<file path="config.mk">
export PLATFORM = sky130hd
export DESIGN_NAME = results_digit_rx
export DESIGN_NICKNAME = d
export VERILOG_FILES = /design/src/rtl/results_conv_pkg.sv /design/src/rtl/digit_clk_sync.sv /design/src/rtl/results_digit_rx.sv
export SDC_FILE = /design/constraint.sdc
export NUM_CORES = 1
export LEC_CHECK = 0
export ABC_CLOCK_PERIOD_IN_PS = 2500
export BUFFER_PORTS_ARGS = -buffer_cell sky130_fd_sc_hd__buf_2
export CAP_MARGIN = 20
export CELL_PAD_IN_SITES_DETAIL_PLACEMENT = 0
export CELL_PAD_IN_SITES_GLOBAL_PLACEMENT = 1
export CORE_ASPECT_RATIO = 0.75
export CORE_MARGIN = 2
export CORE_UTILIZATION = 52
export DETAILED_ROUTE_END_ITERATION = 10
export MAX_ROUTING_LAYER = met4
export PLACE_DENSITY = 0.85
export SLEW_MARGIN = 5
export SYNTH_ARGS = -nofsm -noshare
export SYNTH_HDL_FRONTEND = slang
export SYNTH_SLANG_ARGS = --single-unit
</file>
<file path="constraint.sdc">
create_clock -name clk -period 2.5 [get_ports clk]
set_input_delay 0.375 -clock clk [delete_from_list [all_inputs] [get_ports clk]]
set_output_delay 0.375 -clock clk [all_outputs]
set_load 0.01 [all_outputs]
</file>
<file path="src/rtl/results_conv_pkg.sv">
// Shared types and constants for the results digit link receiver.
// Also holds the saturating counter helper used by the link health counters.
package results_conv_pkg;

  localparam int ADDR_W = 4;
  localparam int DATA_W = 16;
  localparam int BYTE_W = 8;
  localparam int CNT_W  = 8;

  localparam logic [3:0] HDR_TAG_DEF = 4'hA;

  typedef enum logic [1:0] {
    IDLE,
    HI,
    LO,
    COMMIT
  } rx_state_e;

  function automatic logic [CNT_W-1:0] sat_add(
    input logic [CNT_W-1:0] c,
    input logic [1:0]       n
  );
    logic [CNT_W:0] s;
    s = {1'b0, c} + (CNT_W+1)'(n);
    return s[CNT_W] ? {CNT_W{1'b1}} : s[CNT_W-1:0];
  endfunction

endpackage

</file>
<file path="src/rtl/digit_clk_sync.sv">
// Synchronizes the transmitter byte strobe into clk.
// Emits a one-cycle byte_stb on each digit_clk rising edge.
module digit_clk_sync #(
  parameter int SYNC_STAGES = 2
) (
  input  logic clk,
  input  logic reset,
  input  logic digit_clk,
  output logic byte_stb
);

  logic [SYNC_STAGES-1:0] sync_q;
  logic [SYNC_STAGES-1:0] sync_d;
  logic                   prev_q;
  logic                   prev_d;

  always_comb begin
    sync_d = {sync_q[SYNC_STAGES-2:0], digit_clk};
    prev_d = sync_q[SYNC_STAGES-1];
  end

  always_ff @(posedge clk or negedge reset) begin
    if (!reset) begin
      sync_q <= '0;
      prev_q <= 1'b0;
    end else begin
      sync_q <= sync_d;
      prev_q <= prev_d;
    end
  end

  assign byte_stb = sync_q[SYNC_STAGES-1] & ~prev_q;

endmodule

</file>
<file path="src/rtl/results_digit_rx.sv">
// Reassembles 3-byte digit link frames into 16-bit words.
// Writes each word into a 16-entry result table with link health counters.
module results_digit_rx
  import results_conv_pkg::*;
#(
  parameter int         SYNC_STAGES = 2,
  parameter int         TIMEOUT     = 1024,
  parameter logic [3:0] HDR_TAG     = HDR_TAG_DEF
) (
  input  logic              clk,
  input  logic              reset,
  input  logic [BYTE_W-1:0] dout,
  input  logic              dout_flag,
  input  logic              digit_clk,
  input  logic              test_mode,
  input  logic [ADDR_W-1:0] rd_addr,
  output logic [DATA_W-1:0] rd_data,
  output logic [15:0]       valid,
  output logic              wr_en,
  output logic [ADDR_W-1:0] wr_addr,
  output logic [DATA_W-1:0] wr_data,
  output logic [CNT_W-1:0]  frame_cnt,
  output logic [CNT_W-1:0]  err_cnt
);

  localparam int TMO_W = $clog2(TIMEOUT + 1);

  logic byte_stb;
  logic hdr_ok;

  rx_state_e         state_q, state_d;
  logic [ADDR_W-1:0] addr_q, addr_d;
  logic [DATA_W-1:0] data_q, data_d;
  logic [TMO_W-1:0]  tmo_q, tmo_d;
  logic [CNT_W-1:0]  err_q, err_d;
  logic [CNT_W-1:0]  frm_q, frm_d;
  logic              wr_en_q, wr_en_d;
  logic [ADDR_W-1:0] wr_addr_q, wr_addr_d;
  logic [DATA_W-1:0] wr_data_q, wr_data_d;
  logic [DATA_W-1:0] tbl_q [16];
  logic [DATA_W-1:0] tbl_d [16];
  logic [15:0]       valid_q, valid_d;

  digit_clk_sync #(
    .SYNC_STAGES(SYNC_STAGES)
  ) u_sync (
    .clk      (clk),
    .reset    (reset),
    .digit_clk(digit_clk),
    .byte_stb (byte_stb)
  );

  assign hdr_ok = (dout[7:4] == HDR_TAG);

  always_comb begin
    state_d   = state_q;
    addr_d    = addr_q;
    data_d    = data_q;
    tmo_d     = tmo_q;
    err_d     = err_q;
    frm_d     = frm_q;
    wr_en_d   = 1'b0;
    wr_addr_d = wr_addr_q;
    wr_data_d = wr_data_q;
    tbl_d     = tbl_q;
    valid_d   = valid_q;
    unique case (state_q)
      IDLE: begin
        tmo_d = '0;
        if (byte_stb && dout_flag) begin
          if (hdr_ok) begin
            addr_d  = dout[3:0];
            state_d = HI;
          end else begin
            err_d = sat_add(err_q, 2'd1);
          end
        end
      end
      HI, LO: begin
        if (byte_stb) begin
          tmo_d = '0;
          if (dout_flag) begin
            // Header inside a frame restarts framing on the new header
            if (hdr_ok) begin
              err_d   = sat_add(err_q, 2'd1);
              addr_d  = dout[3:0];
              state_d = HI;
            end else begin
              err_d   = sat_add(err_q, 2'd2);
              state_d = IDLE;
            end
          end else if (state_q == HI) begin
            data_d[15:8] = dout;
            state_d      = LO;
          end else begin
            data_d[7:0] = dout;
            state_d     = COMMIT;
          end
        end else if (tmo_q == TMO_W'(TIMEOUT - 1)) begin
          err_d   = sat_add(err_q, 2'd1);
          tmo_d   = '0;
          state_d = IDLE;
        end else begin
          tmo_d = tmo_q + TMO_W'(1);
        end
      end
      COMMIT: begin
        wr_en_d   = 1'b1;
        wr_addr_d = addr_q;
        wr_data_d = data_q;
        frm_d     = sat_add(frm_q, 2'd1);
        if (!test_mode) begin
          tbl_d[addr_q]   = data_q;
          valid_d[addr_q] = 1'b1;
        end
        state_d = IDLE;
      end
      default: state_d = IDLE;
    endcase
  end

  always_ff @(posedge clk or negedge reset) begin
    if (!reset) begin
      state_q   <= IDLE;
      addr_q    <= '0;
      data_q    <= '0;
      tmo_q     <= '0;
      err_q     <= '0;
      frm_q     <= '0;
      wr_en_q   <= 1'b0;
      wr_addr_q <= '0;
      wr_data_q <= '0;
      valid_q   <= '0;
      for (int i = 0; i < 16; i++) tbl_q[i] <= '0;
    end else begin
      state_q   <= state_d;
      addr_q    <= addr_d;
      data_q    <= data_d;
      tmo_q     <= tmo_d;
      err_q     <= err_d;
      frm_q     <= frm_d;
      wr_en_q   <= wr_en_d;
      wr_addr_q <= wr_addr_d;
      wr_data_q <= wr_data_d;
      valid_q   <= valid_d;
      for (int i = 0; i < 16; i++) tbl_q[i] <= tbl_d[i];
    end
  end

  assign rd_data   = tbl_q[rd_addr];
  assign valid     = valid_q;
  assign wr_en     = wr_en_q;
  assign wr_addr   = wr_addr_q;
  assign wr_data   = wr_data_q;
  assign frame_cnt = frm_q;
  assign err_cnt   = err_q;

endmodule
</file>
==> results of run 1 <==
cell type report:
cell class	count	area (um2)	share of cell area (%)
Sequential cell	345	8630	48.3
Multi-Input combinational cell	561	6520	36.4
Clock buffer	51	1070	5.97
Timing Repair Buffer	133	1050	5.89
Tap cell	392	490	2.74
Clock inverter	12	93.8	0.525
Inverter	6	22.5	0.126
Antenna cell	2	5.00	0.0280
routing by layer:
metal  vias to the layer above  GRT usage (%)  wire length, um
li1                       3861              -                -
met1                      4811           34.7            16300
met2                       227           36.3            16300
met3                        53           5.72             2400
met4                         0           5.32              642
met5                         -              -                0
worst max-delay path: stages, from the launching register on:
cell and delay, ps:
sky130_fd_sc_hd__dfrtp_1 390, sky130_fd_sc_hd__mux4_1 490, sky130_fd_sc_hd__mux4_2 510, sky130_fd_sc_hd__buf_2 160
synthesized netlist by cell type, types with 2 or more instances:
cell	n
sky130_fd_sc_hd__nand2b_1	14
sky130_fd_sc_hd__nand2_2	9
sky130_fd_sc_hd__xnor2_1	2
sky130_fd_sc_hd__xor2_1	6
sky130_fd_sc_hd__o32a_1	3
sky130_fd_sc_hd__buf_4	5
sky130_fd_sc_hd__nor2b_1	6
sky130_fd_sc_hd__buf_2	17
sky130_fd_sc_hd__a21oi_1	5
sky130_fd_sc_hd__clkbuf_1	22
sky130_fd_sc_hd__nor2_1	17
sky130_fd_sc_hd__nand3_1	11
sky130_fd_sc_hd__mux2i_1	2
sky130_fd_sc_hd__inv_1	6
sky130_fd_sc_hd__nor3b_2	2
sky130_fd_sc_hd__mux4_2	57
sky130_fd_sc_hd__o2bb2ai_1	2
sky130_fd_sc_hd__or3_1	2
sky130_fd_sc_hd__o21ai_1	3
sky130_fd_sc_hd__buf_8	2
sky130_fd_sc_hd__nor3_2	3
sky130_fd_sc_hd__nor2_2	4
sky130_fd_sc_hd__o21ai_0	8
sky130_fd_sc_hd__buf_1	8
sky130_fd_sc_hd__nand4_1	2
sky130_fd_sc_hd__and3_1	4
sky130_fd_sc_hd__buf_6	5
sky130_fd_sc_hd__mux4_1	23
sky130_fd_sc_hd__nor3_1	5
sky130_fd_sc_hd__nor3b_1	2
sky130_fd_sc_hd__o31ai_1	3
sky130_fd_sc_hd__nand4b_1	3
sky130_fd_sc_hd__or2_2	8
sky130_fd_sc_hd__ha_1	8
sky130_fd_sc_hd__nand2_1	25
sky130_fd_sc_hd__mux2_1	2
sky130_fd_sc_hd__dfrtp_1	345
sky130_fd_sc_hd__mux2_2	300
per-stage QoR:
stage	instance area (um2)	std cells	setup WS, ps	hold slack (ps)
after floorplan	15500	973	390	79.4
after CTS	17900	1500	29.3	107
final	17900	1502	60.5	122
after global routing	17900	1502	1.99	109
after detailed placement	16700	1435	76.0	330
after global placement	16700	1435	90.1	331
logic make-up after synthesis:
family	share of synthesized area (%)
DFF	55.7
xor gates and xnor gates	0.452
adders and majority gates	0.646
AOI/OAI and AO/OA	1.58
muxes	34.2
buffers and inverters	2.38
and+or+nand+nor	5.00
report_power, final:
part	internal [mW]	switching, mW	leakage (nW)
Combinational	1.09	1.02	3.65
Clock	3.08	2.18	0.576
Sequential	6.15	1.05	4.75
Total	10.3	4.25	8.97
path summary, 6_finish.rpt:
check,startpoint,to,slack [ps],cells after the start
max,tbl_q[43],rd_data[11],60,3
min,dout[5],data_q[5],120,2
max reg2reg,state_q[0],err_cnt[6],200,7
min reg2reg,u_sync.sync_q[0],u_sync.sync_q[1],350,0
max in group asynchronous,reset,tbl_q[46],1370,3
min in group asynchronous,reset,tbl_q[227],380,2
registers in the layout, summed over array words and instances, names as in the netlist:
signal / count
wr_en: 1
wr_data: 16
err_cnt: 8
u_sync.prev_q: 1
data_q: 16
wr_addr: 4
addr_q: 4
valid: 16
u_sync.sync_q: 2
tmo_q: 11
tbl_q: 256
state_q: 2
frame_cnt: 8
==> metrics.md, run 1 <==
| Metric | Value |
|---|---|
| Run status | finished, final reports clean |
| Cts hold-fix bufs | 2 |
| Post-Synthesis Net Count | 998 |
| Commonest non-fill, non-tap cells in the layout | sky130_fd_sc_hd__dfrtp_1, sky130_fd_sc_hd__mux2_2, sky130_fd_sc_hd__buf_2 |
| Vias in the first global route | 9254 |
| Routed len/inst | approximately 24 um |
| Starting density of the core | 53.1% |
| Clock Sink Count | about 350 |
| Fin nets | 1107 |
| Number of instances in the synthesized netlist | roughly 1000 |
| H-tree depth reported by CTS | 2 |
| Die outline width | 203 um |
| Actual slew at the worst max-slew pin | about 700 ps |
| Overflow left after global routing | 0 |
| Rel. slew slack | 53.3% |
| First-pass GRT wire length | approximately 56 mm |
| CTS root buffer | sky130_fd_sc_hd__clkbuf_16 |
| MaxCap Viol Count | 0 |
| Area share of the leading cell type in the synthesized netlist | 55.7% |
| Data arrival time of the worst path | around 2100 ps |
| Insertion delay to the later sink of the worst-skew pair | 520 ps |
| Type of origin of the critical path | register |
| Clock Pin Slew Worst Setup and Hold Paths | 60 ps |
| Setup Skew | 13.6 ps |
| Final clock period utilization by the worst path | 97.6% |
| Average cell area after synthesis | 15.9 um2 |
| Number of clock buffers inserted by TritonCTS | 35 |
| Post-CTS Repair Setup Buffers | 0 |
| Post-cts resize count | 0 |
| Hpwl dp | 22.6 mm |
| Site Rows | 54 |
| Hold Fails Final Rpt | 0 |
| Category of the critical setup timing path | reg -> out |
| Unrepaired setup endpoints after global routing | no |
| Count of buffers inserted at the top-level ports | 85 |
| Layout filler cell count | ~2200 |
| DRC viols | 0 |
| Post-synthesis async set-or-reset flop share | 100% |
| Placer Congestion | 0.773 |
| Max Clock Freq | between 0.4 and 0.5 GHz |
| Count of distinct cell types in the synthesized netlist | 60 |
| Required time reported for the critical path endpoint | between 2000 and 2500 ps |
| Critical path capture point type | output pin |
| Total of endpoints with negative setup slack in the final report | 0 |
| Final TNS setup | 0 ps |
| Number of antenna violations at the first check in global routing | 3 |
| Worst-path fanout max | 2 |
| Clock period minus final worst setup slack | 2440 ps |
| Post-detailed-route via-to-cell ratio | 5.96 |
| Area growth from synthesis to final layout | 15.4% |
| Final antenna-violating net count | 0 |
| Class of the most critical hold timing path | in -> reg |
| Overall die area | 31200 um2 |
| Via count of the routed design | 8952 |
| Leading cell type in the layout, fill and taps excluded | sky130_fd_sc_hd__dfrtp_1 |
| Total Routing Usage GR | between 20% and 30% |
| Largest net degree at the start of global routing | around 70 |
| Synth top area cells | sky130_fd_sc_hd__dfrtp_1, sky130_fd_sc_hd__mux2_2, sky130_fd_sc_hd__mux4_2 |
| Most used DFF post-synth | sky130_fd_sc_hd__dfrtp_1 |
| Combined area of all synthesized cells | 15500 um2 |
| Core Box Area | 29200 um2 |
| Count of synthesis-stage warnings from yosys | 0 |
| Finished Core Util | 61.3% |
| Top-level port count | between 80 and 90 |
| Number of flip-flops and latches in the synthesized netlist | between 300 and 400 |
| Leakage power summed over all cells | 8.97 nW |
| Share of final-layout standard cells stronger than drive strength 1 | 52.9% |
| Count of pins over their slew limit | 0 |
| Area leader, netlist | sky130_fd_sc_hd__dfrtp_1 |
| Overall power after layout | 14.6 mW |
| Clock tree from TritonCTS | built |
| Detailed Route WL | 35.7 mm |
| Die height | 154 um |
| Seq/Total Area, Yosys | 55.7% |
| Number of enable-type register cells in the synthesized netlist | 0 |
| Power per standard cell area | 815 nW/um2 |
| Maximum clock insertion buffer count | 3 |
| First-pass detailed-route iteration total | 4 |
| Initial drt markers | 465 |
| Peak supply drop | 0.000563 V |
(Power assumes the default switching activity.)
==> run 2, diff against run 1 <==
--- a/config.mk
+++ b/config.mk
@@ -5,7 +5,7 @@
 export SDC_FILE = /design/constraint.sdc
 export NUM_CORES = 1
 export LEC_CHECK = 0
-export ABC_CLOCK_PERIOD_IN_PS = 2500
+export ABC_CLOCK_PERIOD_IN_PS = 2350
 export BUFFER_PORTS_ARGS = -buffer_cell sky130_fd_sc_hd__buf_2
 export CAP_MARGIN = 20
 export CELL_PAD_IN_SITES_DETAIL_PLACEMENT = 0
@@ -13,10 +13,12 @@
 export CORE_ASPECT_RATIO = 0.75
 export CORE_MARGIN = 2
 export CORE_UTILIZATION = 52
+export CTS_CLUSTER_DIAMETER = 50
 export DETAILED_ROUTE_END_ITERATION = 10
 export MAX_ROUTING_LAYER = met4
 export PLACE_DENSITY = 0.85
 export SLEW_MARGIN = 5
 export SYNTH_ARGS = -nofsm -noshare
 export SYNTH_HDL_FRONTEND = slang
+export SYNTH_HIERARCHICAL = 1
 export SYNTH_SLANG_ARGS = --single-unit
==> constraint.sdc (replaced) <==
create_clock -name clk -period 2.35 [get_ports clk]
set_input_delay 0.3525 -clock clk [delete_from_list [all_inputs] [get_ports clk]]
set_output_delay 0.3525 -clock clk [all_outputs]
set_load 0.01 [all_outputs]
==> metrics.md, run 2 <==
| Metric | Value |
|---|---|
| Run status | complete, but fails checks |
| Violated checks | negative setup slack |
| Top-level port count | 86 |
| CTS root buffer | sky130_fd_sc_hd__clkbuf_16 |
| Area share of the leading cell type in the synthesized netlist | between 50% and 60% |
| Placer Congestion | roughly 0.8 |
| Leakage power summed over all cells | 8.93 nW |
| Clock Pin Slew Worst Setup and Hold Paths | roughly 60 ps |
| Total Routing Usage GR | 24.5% |
| Slack of the critical path | -69.3 ps |
| Post-synthesis async set-or-reset flop share | 100% |
| Peak supply drop | 0.000641 V |
| Hold Fails Final Rpt | 0 |
| Required time reported for the critical path endpoint | 2000 ps |
| Initial drt markers | 601 |
| Clock tree from TritonCTS | built |
| Post-detailed-route via-to-cell ratio | 5.81 |
| Number of inserted diodes | 0 |
| Largest net degree at the start of global routing | 74 |
| Area growth from synthesis to final layout | 17.3% |
| Setup Skew | 7.69 ps |
| Count of placed standard cells in the final layout, fillers left out | about 1500 |
| Overflow left after global routing | 0 |
| Power per standard cell area | approximately 900 nW/um2 |
| Count of buffers inserted at the top-level ports | 85 |
| Data arrival time of the worst path | 2070 ps |
| Die height | 153 um |
| Clock Sink Count | ~350 |
| Vias in the first global route | 9597 |
| Placed cell count | 1459 |
| Critical path capture point type | output pin |
| Count of pins over their slew limit | 0 |
| Leading cell type in the layout, fill and taps excluded | sky130_fd_sc_hd__dfrtp_1 |
| Share of final-layout standard cells stronger than drive strength 1 | 45.5% |
| Number of clock buffers inserted by TritonCTS | 36 |
| First-pass GRT wire length | 56.8 mm |
| Number of flip-flops and latches in the synthesized netlist | 345 |
| Final antenna-violating net count | 0 |
| Class of the most critical hold timing path | in -> reg |
| Starting density of the core | 52.8% |
| Count of synthesis-stage warnings from yosys | 6 |
| MaxCap Viol Count | 0 |
| Actual slew at the worst max-slew pin | 720 ps |
| Max Clock Freq | approximately 0.41 GHz |
| Most used DFF post-synth | sky130_fd_sc_hd__dfrtp_1 |
| Clock period minus final worst setup slack | 2420 ps |
| Number of antenna violations at the first check in global routing | 0 |
| Final clock period utilization by the worst path | 103% |
| Average cell area after synthesis | 15.6 um2 |
| Worst-path fanout max | 2 |
| Core Box Area | 29100 um2 |
| Combined area of all synthesized cells | between 15000 and 20000 um2 |
| Rel. slew slack | 52.0% |
| Most flops, register | tbl_q |
| Commonest cells in the synthesized netlist | sky130_fd_sc_hd__dfrtp_1, sky130_fd_sc_hd__mux2_2, sky130_fd_sc_hd__mux2_1 |
| Site Rows | 54 |
| Post-Synthesis Net Count | around 1000 |
| Routed len/inst | between 20 and 25 um |
| Number of enable-type register cells in the synthesized netlist | 0 |
| Category of the critical setup timing path | reg -> out |
| Fin nets | roughly 1100 |
| Seq/Total Area, Yosys | 56.3% |
| H-tree depth reported by CTS | 2 |
| Maximum clock insertion buffer count | 3 |
| Area leader, netlist | sky130_fd_sc_hd__dfrtp_1 |
| First-pass detailed-route iteration total | 4 |
| Total of endpoints with negative setup slack in the final report | 13 |
| Count of distinct cell types in the synthesized netlist | 55 |
| Insertion delay to the later sink of the worst-skew pair | 510 ps |
| Commonest non-fill, non-tap cells in the layout | sky130_fd_sc_hd__dfrtp_1, sky130_fd_sc_hd__mux2_2, sky130_fd_sc_hd__mux2_1 |
| Most common cell in the netlist | sky130_fd_sc_hd__dfrtp_1 |
| Number of instances in the synthesized netlist | 983 |
| Detailed Route WL | between 30 and 40 mm |
| DRC viols | 0 |
| Flip-flop count of the largest register after layout | around 260 |
| Unrepaired setup endpoints after global routing | yes |
| Reg2reg setup slack | 80 ps |
| Die outline width | 202 um |
| Synth top area cells | sky130_fd_sc_hd__dfrtp_1, sky130_fd_sc_hd__mux2_2, sky130_fd_sc_hd__mux4_2 |
| Hpwl dp | 22.7 mm |
| Via count of the routed design | 8865 |
| Type of origin of the critical path | register |
| Worst slack at placement | -3.38 ps |
| Overall die area | 30900 um2 |
-- run 2: cell types whose count changed after synthesis, moves of 5 or more --
cell / delta
sky130_fd_sc_hd__buf_2: +11
sky130_fd_sc_hd__and3_1: +5
sky130_fd_sc_hd__mux4_1: -23
sky130_fd_sc_hd__mux4_2: +23
sky130_fd_sc_hd__nand2_2: -9
sky130_fd_sc_hd__nor2_1: +10
sky130_fd_sc_hd__nand2_1: +7
sky130_fd_sc_hd__mux2_1: +92
sky130_fd_sc_hd__mux2_2: -93
sky130_fd_sc_hd__clkbuf_1: +7
-- run 2: critical path, stage by stage, from the launching register on --
cell,delay (ps)
sky130_fd_sc_hd__dfrtp_1,380
sky130_fd_sc_hd__mux4_2,470
sky130_fd_sc_hd__mux4_2,550
sky130_fd_sc_hd__buf_6,150
-- run 2: area by class of cell --
type                    instances  area (um2)
repair buffers                154        1240
flip-flops and latches        345        8630
multi-input cells             572        6470
fillers                      2194       11100
clock inverters                10         113
inverters                       2        7.51
well taps                     392         490
clock buffers                  50        1040
-- run 2: kinds of logic (layout without fill, tap and decap cells) --
logic type | count (synthesis) | count (layout) | synth area share [%]
muxes | 384 | 384 | 34.0
DFF | 345 | 345 | 56.3
and+or+nand+nor | 137 | 137 | 5.03
buffers and inverters | 66 | 216 | 1.92
AOI/OAI and AO/OA | 31 | 31 | 1.38
xor gates and xnor gates | 11 | 11 | 0.628
adders and majority gates | 9 | 9 | 0.734
-- run 2: final timing paths --
path,end,cells past startpoint,from
worst min register to register,u_sync/sync_q[1],0,u_sync/sync_q[0]
worst max register to register,err_cnt[6],7,state_q[1]
min in group asynchronous,tbl_q[209],2,reset
max in group asynchronous,tbl_q[205],3,reset
worst min-delay path,data_q[9],2,dout[1]
worst max-delay path,rd_data[4],3,tbl_q[4]
-- run 2: layer usage --
layer	GRT usage [%]	routed length (um)	up-vias
li1	-	-	3906
met1	36.1	15900	4704
met2	36.6	15900	207
met3	3.53	2270	48
met4	5.35	587	0
met5	-	0	-
-- run 2: repair_timing --
| item | 4_1_cts | 5_1_grt |
|---|---|---|
| setup endpoints to repair | 15 | 48 |
| buffers inserted | 2 | 2 |
| gates resized for setup | 13 | 14 |
| hold buffers | 2 | 0 |
| hold endpoints to repair | 62 | 0 |
| pin swaps | 0 | 0 |
-- run 2: power breakdown --
group	internal [mW]	switching [mW]	total, mW
Sequential	6.65	1.20	7.84
Clock	3.32	2.29	5.62
Combinational	1.45	1.23	2.68
-- run 2: metrics by stage --
step | hold slack (ps) | TNS (ps) | power (mW) | utilization, % | area, um2
after global placement | 335 | 0 | 10.4 | 57.3 | 16600
final | 134 | -442 | 16.1 | 62.0 | 18000
after global routing | 119 | -1180 | 16.9 | 62.0 | 18000
after CTS | 117 | -699 | 16.2 | 61.6 | 17900
after floorplan | 56.9 | 0 | 9.28 | - | 15300
after detailed placement | 336 | -3.38 | 10.5 | 57.3 | 16600
==> run 3, diff against run 2 <==
--- a/config.mk
+++ b/config.mk
@@ -5,6 +5,7 @@
 export SDC_FILE = /design/constraint.sdc
 export NUM_CORES = 1
 export LEC_CHECK = 0
+export ABC_AREA = 1
 export ABC_CLOCK_PERIOD_IN_PS = 2350
 export BUFFER_PORTS_ARGS = -buffer_cell sky130_fd_sc_hd__buf_2
 export CAP_MARGIN = 20
@@ -12,7 +13,7 @@
 export CELL_PAD_IN_SITES_GLOBAL_PLACEMENT = 1
 export CORE_ASPECT_RATIO = 0.75
 export CORE_MARGIN = 2
-export CORE_UTILIZATION = 52
+export CORE_UTILIZATION = 47
 export CTS_CLUSTER_DIAMETER = 50
 export DETAILED_ROUTE_END_ITERATION = 10
 export MAX_ROUTING_LAYER = met4
==> metrics.md, run 3 <==
| Metric | Value |
|---|---|
| Run status | finished, final reports clean |
| Clock Sink Count | 345 |
| Seq/Total Area, Yosys | ~54% |
| Startpoint of the most critical register-to-register path | state_q[0] |
| Die outline width | 216 um |
| Layout filler cell count | 3098 |
| Data arrival time of the worst path | 2520 ps |
| First-pass GRT wire length | 68.3 mm |
| Rel. slew slack | 46.5% |
| Power per standard cell area | 875 nW/um2 |
| Number of flip-flops and latches in the synthesized netlist | between 300 and 400 |
| Setup Skew | around 17 ps |
| Average cell area after synthesis | 8.47 um2 |
| Number of inserted diodes | 0 |
| Placer Congestion | 0.836 |
| Initial drt markers | around 1300 |
| Number of antenna violations at the first check in global routing | 2 |
| Post-detailed-route via-to-cell ratio | 5.40 |
| Area growth from synthesis to final layout | 14.1% |
| Required time reported for the critical path endpoint | 2750 ps |
| Combined area of all synthesized cells | 15900 um2 |
| Flip-flop count of the largest register after layout | 256 |
| Clock period minus final worst setup slack | 2120 ps |
| Count of synthesis-stage warnings from yosys | 6 |
| Overall die area | 35300 um2 |
| Hold Fails Final Rpt | 0 |
| Post-cts resize count | 0 |
| Peak supply drop | 0.000566 V |
| Critical path capture point type | register |
| Category of the critical setup timing path | reg -> reg |
| Fraction of power spent switching nets | around a third |
| Total Routing Usage GR | approximately a quarter |
| Class of the most critical hold timing path | in -> reg |
| MaxCap Viol Count | 0 |
| Commonest cells in the synthesized netlist | sky130_fd_sc_hd__nand2_1, sky130_fd_sc_hd__dfrtp_1, sky130_fd_sc_hd__o21ai_0 |
| Critical path buffer and inverter count | 2 |
| Area leader, netlist | sky130_fd_sc_hd__dfrtp_1 |
| Leakage power summed over all cells | ~8.4 nW |
| Final TNS setup | 0 ps |
| Clock Pin Slew Worst Setup and Hold Paths | around 60 ps |
| Share of final-layout standard cells stronger than drive strength 1 | roughly an eighth |
| Core Box Area | 33500 um2 |
| Commonest non-fill, non-tap cells in the layout | sky130_fd_sc_hd__nand2_1, sky130_fd_sc_hd__dfrtp_1, sky130_fd_sc_hd__o21ai_0 |
| Max Clock Freq | 0.473 GHz |
| Count of buffers inserted at the top-level ports | 85 |
| Kind of cell adding the most delay to the critical path | simple AND/OR/NAND/NOR gates |
| Top-level port count | 86 |
| Most flops, register | tbl_q |
| Largest net degree at the start of global routing | 80 |
| Final Instance Area | 18100 um2 |
| Vias in the first global route | 12100 |
| Actual slew at the worst max-slew pin | 802 ps |
| Via count of the routed design | 13000 |
| Worst-path fanout max | 17 |
| Total of endpoints with negative setup slack in the final report | 0 |
| Fin nets | 1947 |
| DRC viols | 0 |
| Site Rows | 58 |
| Hpwl dp | roughly 26 mm |
| Synth top area cells | sky130_fd_sc_hd__dfrtp_1, sky130_fd_sc_hd__nand2_1, sky130_fd_sc_hd__o21ai_0 |
| Unrepaired setup endpoints after global routing | no |
| Cell-internal power | 10.8 mW |
| Routed len/inst | 17.8 um |
| Detailed Route WL | 42.6 mm |
| Insertion delay to the later sink of the worst-skew pair | 530 ps |
| Final clock period utilization by the worst path | 90.0% |
| Sequential Power Share | 43.0% |
| Number of instances in the synthesized netlist | 1878 |
| Clk network pwr share | about two fifths |
| Combined area of the multi-input logic cells | 5850 um2 |
| Largest incremental delay on the critical path | between 500 and 600 ps |
| Crit. Startpoint | state_q[0] |
| Crit path cell chain | inv_1, ha_1, nand2_1, inv_1, nand2_1, or2_1, o211ai_1, nand2_1, o21ai_0 |
| Most frequent CP cell | sky130_fd_sc_hd__nand2_1 |
| Type of origin of the critical path | register |
| Cell area after placement | 16800 um2 |
| Leading cell type in the layout, fill and taps excluded | sky130_fd_sc_hd__nand2_1 |
| Post-synthesis async set-or-reset flop share | 100% |
| Slowest CP cell | sky130_fd_sc_hd__or2_1 |
| Sequential cell area | around 8600 um2 |
| First-pass detailed-route iteration total | 6 |
| H-tree depth reported by CTS | 2 |
| Finished Core Util | 54.2% |
| Overflow left after global routing | 0 |
| Post-Synthesis Net Count | 1904 |
| Most used DFF post-synth | sky130_fd_sc_hd__dfrtp_1 |
| Final antenna-violating net count | 0 |
| Count of distinct cell types in the synthesized netlist | 32 |
| Clock tree from TritonCTS | built |
| Switching power | 5.03 mW |
| Number of enable-type register cells in the synthesized netlist | 0 |
| Area share of the leading cell type in the synthesized netlist | 54.3% |
| Most common cell in the netlist | sky130_fd_sc_hd__nand2_1 |
| Logic pwr share | 18.6% |
| Count of pins over their slew limit | 0 |
| Maximum clock insertion buffer count | 3 |
| Worst min-delay path startpoint | dout[4] |
| Number of clock buffers inserted by TritonCTS | 37 |
| CTS root buffer | sky130_fd_sc_hd__clkbuf_16 |
| Starting density of the core | between 40% and 50% |
| Die height | 163 um |
## run 3: cell types whose count changed after synthesis, moves of 62 or more
cell                       before  now
sky130_fd_sc_hd__nand3_1       14  119
sky130_fd_sc_hd__mux2_1        94    0
sky130_fd_sc_hd__a21oi_1        7   69
sky130_fd_sc_hd__nand2_1       32  482
sky130_fd_sc_hd__mux4_2        80    0
sky130_fd_sc_hd__o21ai_0        9  254
sky130_fd_sc_hd__inv_1          2  205
sky130_fd_sc_hd__o211ai_1       0   65
sky130_fd_sc_hd__o21ai_1        1   87
sky130_fd_sc_hd__mux2_2       207    0
## run 3: per-layer routing
layer,GRT usage [%],up-vias,share of wire [%]
li1,-,6204,-
met1,36.1,6246,47
met2,37.3,433,44
met3,4.13,73,6.3
met4,7.47,0,2.7
met5,-,-,0
## run 3: power by group through the flow
stage | registers, mW | clock network (mW) | logic (mW)
floorplan | 6.92 | 0 | 1.73
global placement | 6.91 | 0 | 2.90
detailed placement | 6.91 | 0 | 2.94
CTS | 6.82 | 6.19 | 2.96
global route | 6.89 | 6.42 | 3.32
finish | 6.83 | 6.08 | 2.96
## run 3: layout make-up
| type | instances | share of cell area, % |
|---|---|---|
| sequential | 345 | 47.6 |
| multi-input combinational | 1199 | 32.3 |
| clock buffer | 50 | 5.99 |
| timing repair buffer | 131 | 5.69 |
| inverter | 207 | 4.28 |
| tap | 450 | 3.10 |
| clock inverter | 16 | 1.05 |
## run 3: cells by family (layout without fill, tap and decap cells)
group / count (synthesis) / after routing / share of synthesized area (%)
adders and majority gates: 9 / 9 / 0.708
AOI/OAI and AO/OA: 513 / 513 / 18.1
xor gates and xnor gates: 16 / 16 / 0.881
DFF: 345 / 345 / 54.3
and+or+nand+nor: 661 / 661 / 17.2
buffers and inverters: 334 / 404 / 8.88
## run 3: metrics by stage
stage | cells | setup WS (ps) | total power, mW | hold slack [ps]
after floorplan | 1878 | 611 | 8.65 | 56.9
after global placement | 2330 | 294 | 9.80 | 289
after detailed placement | 2330 | 246 | 9.85 | 304
after CTS | 2398 | 233 | 16.0 | 81.0
after global routing | 2398 | 35.9 | 16.6 | 124
final | 2398 | 234 | 15.9 | 106
## run 3: worst register-to-register path, stage by stage (launching register included)
cell	delay [ps]
sky130_fd_sc_hd__dfrtp_1	410
sky130_fd_sc_hd__inv_1	90
sky130_fd_sc_hd__ha_1	310
sky130_fd_sc_hd__nand2_1	90
sky130_fd_sc_hd__inv_1	70
sky130_fd_sc_hd__nand2_1	90
sky130_fd_sc_hd__or2_1	560
sky130_fd_sc_hd__o211ai_1	180
sky130_fd_sc_hd__nand2_1	90
sky130_fd_sc_hd__o21ai_0	80
## run 3: final timing paths
check	endpoint	slack [ps]	depth (start not counted)
worst max-delay path	state_q[0]	230	9
worst min-delay path	data_q[4]	110	3
worst max register to register	state_q[0]	230	9
worst min register to register	u_sync/sync_q[1]	350	0
max in group asynchronous	tbl_q[124]	1210	3
min in group asynchronous	tbl_q[41]	350	2
## run 3: repair_timing
action,CTS,global route
hold buffers,2,0
hold endpoints to repair,42,0
setup buffers,0,0
